`config.mk`:
```
export PLATFORM = sky130hd
export DESIGN_NAME = exc_ctrl
export DESIGN_NICKNAME = d
export VERILOG_FILES = /design/src/rtl/exc_pkg.sv /design/src/rtl/exc_ctrl.sv
export SDC_FILE = /design/constraint.sdc
export NUM_CORES = 1
export LEC_CHECK = 0
export ABC_AREA = 1
export CORE_AREA = 5 5 89 91
export DETAILED_ROUTE_END_ITERATION = 12
export DIE_AREA = 0 0 94 96
export DONT_BUFFER_PORTS = 1
export PLACE_DENSITY_LB_ADDON = 0.05
export SYNTH_ARGS = -nofsm -noshare
export SYNTH_HDL_FRONTEND = slang
export SYNTH_SLANG_ARGS = --single-unit
```
`constraint.sdc`:
```
create_clock -name clk -period 3.2 [get_ports clk]
set_clock_uncertainty 0.1 [all_clocks]
set_input_delay 0.64 -clock clk [delete_from_list [all_inputs] [get_ports clk]]
set_output_delay 0.64 -clock clk [all_outputs]
set_load 0.02 [all_outputs]
```
`src/rtl/exc_pkg.sv`:
```
// Shared definitions for the exception sequencer.
// Holds the CP0 ExcCode values, the status-word bit positions, the sequencer
// state encoding, the captured instruction-kind encoding, and a helper that
// maps a trap kind to its ExcCode.
package exc_pkg;

  localparam logic [4:0] C_SYS   = 5'b01000;
  localparam logic [4:0] C_BREAK = 5'b01001;
  localparam logic [4:0] C_TEQ   = 5'b01101;

  localparam int unsigned IE      = 0;
  localparam int unsigned SYSCALL = 1;
  localparam int unsigned BREAK   = 2;
  localparam int unsigned TEQ     = 3;

  typedef enum logic [2:0] {
    ST_IDLE  = 3'd0,
    ST_EVAL  = 3'd1,
    ST_TRAP  = 3'd2,
    ST_ERET  = 3'd3,
    ST_REDIR = 3'd4,
    ST_DONE  = 3'd5
  } state_t;

  // Highest-priority instruction class seen at start; only one is kept.
  typedef enum logic [2:0] {
    K_NONE = 3'd0,
    K_ERET = 3'd1,
    K_SYS  = 3'd2,
    K_BRK  = 3'd3,
    K_TEQ  = 3'd4
  } kind_t;

  function automatic logic [4:0] cause_code(kind_t k);
    case (k)
      K_SYS:   return C_SYS;
      K_BRK:   return C_BREAK;
      K_TEQ:   return C_TEQ;
      default: return 5'b00000;
    endcase
  endfunction

endpackage

```
`src/rtl/exc_ctrl.sv`:
```
// Exception sequencer between the main controller and CP0.
// Captures a trap/eret request on start, checks it against the CP0 status
// word, emits single-cycle exception/eret pulses to CP0, redirects the PC to
// the handler or EPC, and finishes with a one-cycle done pulse.
// Ports:
//   clk, rst            clock, async active-high reset
//   start               one-cycle request (flags/operands valid this cycle)
//   is_syscall/is_break/is_teq/is_eret  decoded instruction class
//   rs_data, rt_data    teq operands
//   pc                  address of current instruction
//   status, epc         CP0 status word and exception return address
//   exception, cause    trap pulse and ExcCode to CP0
//   eret                eret pulse to CP0
//   exc_pc              captured instruction address (to CP0 pc)
//   pc_redirect, redirect_addr  PC load strobe and target
//   busy, done          sequencer active / completion pulse
module exc_ctrl
  import exc_pkg::*;
#(
  parameter logic [31:0] HANDLER_ADDR = 32'h0040_0004
) (
  input  logic        clk,
  input  logic        rst,
  input  logic        start,
  input  logic        is_syscall,
  input  logic        is_break,
  input  logic        is_teq,
  input  logic        is_eret,
  input  logic [31:0] rs_data,
  input  logic [31:0] rt_data,
  input  logic [31:0] pc,
  input  logic [31:0] status,
  input  logic [31:0] epc,
  output logic        exception,
  output logic [4:0]  cause,
  output logic        eret,
  output logic [31:0] exc_pc,
  output logic        pc_redirect,
  output logic [31:0] redirect_addr,
  output logic        busy,
  output logic        done
);

  state_t state, state_nx;
  kind_t  kind, kind_in;
  logic   teq_hit;

  // Only the low enable bits of status matter here.
  logic status_unused;
  assign status_unused = ^status[31:4];

  function automatic logic trap_enabled(kind_t k, logic [31:0] st, logic hit);
    case (k)
      K_SYS:   return st[IE] & st[SYSCALL];
      K_BRK:   return st[IE] & st[BREAK];
      K_TEQ:   return st[IE] & st[TEQ] & hit;
      default: return 1'b0;
    endcase
  endfunction

  // Priority: eret > syscall > break > teq. Enable checks apply to the
  // winning kind only, so a masked syscall does not fall through to teq.
  always_comb begin
    kind_in = K_NONE;
    if (is_eret)         kind_in = K_ERET;
    else if (is_syscall) kind_in = K_SYS;
    else if (is_break)   kind_in = K_BRK;
    else if (is_teq)     kind_in = K_TEQ;
  end

  always_ff @(posedge clk or posedge rst) begin
    if (rst) state <= ST_IDLE;
    else     state <= state_nx;
  end

  always_ff @(posedge clk or posedge rst) begin
    if (rst) begin
      kind          <= K_NONE;
      teq_hit       <= 1'b0;
      exc_pc        <= '0;
      redirect_addr <= '0;
    end else begin
      case (state)
        ST_IDLE: if (start) begin
          kind    <= kind_in;
          teq_hit <= (rs_data == rt_data);
          exc_pc  <= pc;
        end
        ST_TRAP: redirect_addr <= HANDLER_ADDR;
        ST_ERET: redirect_addr <= epc;
        default: ;
      endcase
    end
  end

  always_comb begin
    state_nx = state;
    case (state)
      ST_IDLE:  if (start) state_nx = ST_EVAL;
      ST_EVAL: begin
        if (kind == K_ERET)                         state_nx = ST_ERET;
        else if (trap_enabled(kind, status, teq_hit)) state_nx = ST_TRAP;
        else                                        state_nx = ST_DONE;
      end
      ST_TRAP:  state_nx = ST_REDIR;
      ST_ERET:  state_nx = ST_REDIR;
      ST_REDIR: state_nx = ST_DONE;
      ST_DONE:  state_nx = ST_IDLE;
      default:  state_nx = ST_IDLE;
    endcase
  end

  always_comb begin
    exception   = 1'b0;
    cause       = '0;
    eret        = 1'b0;
    pc_redirect = 1'b0;
    done        = 1'b0;
    busy        = (state != ST_IDLE);
    case (state)
      ST_TRAP: begin
        exception = 1'b1;
        cause     = cause_code(kind);
      end
      ST_ERET:  eret        = 1'b1;
      ST_REDIR: pc_redirect = 1'b1;
      ST_DONE:  done        = 1'b1;
      default: ;
    endcase
  end

endmodule

```
==> flow_summary.toml <==
[grt]
overflow = 0
grt_antenna_before_repair = 0
first_global_vias = 2413
grt_use_total_pct = 17.9
grt_pass1_wl_um = 12200
grt_max_degree = 38

[clocking]
cts_tree = "yes"
post_cts_buffers = 0
clock_path_buffers = 2
hold_buffers = 0
cts_made_buffers = 9
ctsHtreeMaxLevel = 3
clock_sink_count = 71
cts_resized = 0
clock-root-buffer = "clkbuf_8"
clkTransAtPathRegs_ns = 0.08
clock_latency_ns = 0.33

[detailed_routing]
drt_iter0_drc = 112
wl_per_cell_um = 17.3
via_per_inst = 5.01
ant_nets = 0
drcViolationCount = 0
vias = 2414
wl_um = 8340
drtPass1Iterations = 5

[pwr]
p_sw_share_pct = 42.6
p_int_mw = 2.02
p_comb_share_pct = 23.6
powerDensity_nw_per_um2 = 980
ir_drop_mv = 0.239
p_switching_mw = 1.50
pwr-share-seq_pct = 55.2
leakage_nw = 1.86
clkPwrFrac_pct = 21.3

[sta]
setup_viol = 0
drv_slew = 0
period_share_pct = 73.0
post-route-min-period_ns = 2.34
finalHoldViolCount = 0
timing.slew.headroom_pct = 48.3
rsz0062_at_grt = "false"
worstMarginPinSlew_ns = 0.774
tns_ns = 0
fmaxAchievable_mhz = 428

[floorplanning]
coreArea_um2 = 7060
ios = 241
die_height_um = 96
die_area_um2 = 9020
fp.dieW_um = 94
rows = 31
start_util_pct = 46.4

[cells_and_area]
diodes = 0
final_nets = 545
post_route_cells_drive_above_1_share_pct = 9.66
fill_cells = 700
area_delta_synth_final_pct = 9.51
fin_area_um2 = 3590

[logic_synthesis]
syn_avg_cell_area_um2 = 8.80
async_flop_share_pct = 100
syn-cell-area_um2 = 3270
synth-edff-count = 0
synth-seq-area-share_pct = 54.3
ys_ff_latch = 71
yosysWarnings = 0
synthCells = 372
synthFlopType = "dfrtp_1"
ys_types = 26

[worst_setup_path]
path_class = "reg2out"
reg2reg_from = "state[2]$_DFFE_PP0P_"
crit_start = "state[2]$_DFFE_PP0P_"
cp_max_fo = 32
arrival_ns = 1.60
cp.required_ns = 2.46
endpoint_kind = "output port"
cp-start-kind = "flop"

[placement]
postPlaceCellArea_um2 = 3370
dp_hpwl_um = 6470
place_congestion = 0.797
portBuffers = 0

[job]
maxCapViolCount = 0

[hold_path]
worstHoldPathType = "in2async"

[outcome]
outcome = "finished clean"
[layout by cell type (no fill, tap or decap), drive strengths merged]
cell type  instances
a21boi             1
a21oi              2
a22o              30
buf                9
bufinv             1
clkbuf            12
clkinv             1
clkinvlp           1
conb               2
dfrtp             71
inv               38
nand2            143
nand3             11
nand4              2
nor2              25
nor3               3
o21ai              5
o22a               2
o31ai              1
or2                4
xnor2             17
xor2               2
[cells in the mapped netlist, types with 3 or more instances]
master,n,area share [%]
nand2_1,142,16
dfrtp_1,71,54
inv_1,35,4.0
a22o_1,30,8.0
nor2_1,22,2.5
xnor2_1,17,4.5
nand3_1,10,1.5
buf_4,6,1.4
buf_2,5,0.76
o21ai_0,5,0.76
or2_2,4,0.76
nor3_1,3,0.46
[kinds of logic (layout without fill, tap and decap cells)]
logic type	after synthesis	in the layout	share of synthesized area [%]
xor+xnor	19	19	5.08
buf+inv	52	62	7.30
compound gates	41	41	10.1
flops	71	71	54.3
other cells	1	2	0.115
simple gates	188	188	23.2
[final timing paths]
path	end	slack (ns)	cells past startpoint
max in group asynchronous	redirect_addr[19]$_DFFE_PP0P_	1.97	2
setup reg to reg	redirect_addr[22]$_DFFE_PP0P_	1.45	7
setup / recovery	eret	0.86	5
hold / removal	exc_pc[20]$_DFFE_PP0P_	0.22	1
hold reg to reg	teq_hit$_DFFE_PP0P_	0.39	2
min in group clk	kind[1]$_DFFE_PP0P_	0.30	1
[area by class of cell]
type | instances | area [um2] | area share, %
inverter | 37 | 139 | 3.87
clock buffer | 12 | 165 | 4.61
timing repair buffer | 9 | 67.6 | 1.88
clock inverter | 4 | 51.3 | 1.43
tap | 99 | 124 | 3.45
multi-input combinational | 250 | 1260 | 35.2
sequential | 71 | 1780 | 49.5
[power by group through the flow]
stage / logic, mW / registers, mW / clock network [mW]
2_1_floorplan: 0.726 / 1.86 / 0
3_3_place_gp: 0.819 / 1.95 / 0
3_5_place_dp: 0.844 / 1.96 / 0
4_1_cts: 0.850 / 1.95 / 0.772
5_1_grt: 0.951 / 1.98 / 0.803
6_report: 0.829 / 1.94 / 0.747
[metal layers]
metal | wire (um) | up-vias | GRT usage [%]
li1 | - | 1177 | -
met1 | 3020 | 1080 | 20.6
met3 | 987 | 14 | 6.02
met5 | 0 | - | 0
met2 | 4180 | 143 | 30.5
met4 | 163 | 0 | 7.82
[state kept, by name, summed over array words and instances (netlist names)]
register       count
kind               3
teq_hit            1
redirect_addr     32
state              3
exc_pc            32
[worst max-delay path: stages, from the launching register on]
cell     delay, ns
dfrtp_1       0.40
inv_2         0.09
nand2_1       0.07
buf_4         0.24
nor2_2        0.11
buf_4         0.36
[per-stage QoR]
step	instances	util, %	total power, mW	setup slack (ns)	hold slack (ns)
4_1_cts	482	50.8	3.57	0.858	0.234
5_1_grt	482	50.8	3.73	0.785	0.282
6_report	482	50.8	3.51	0.864	0.225
3_3_place_gp	466	47.7	2.77	1.24	0.374
3_5_place_dp	466	47.7	2.80	1.23	0.373
2_1_floorplan	373	-	2.59	0.663	0.350
(Power assumes the default switching activity.)
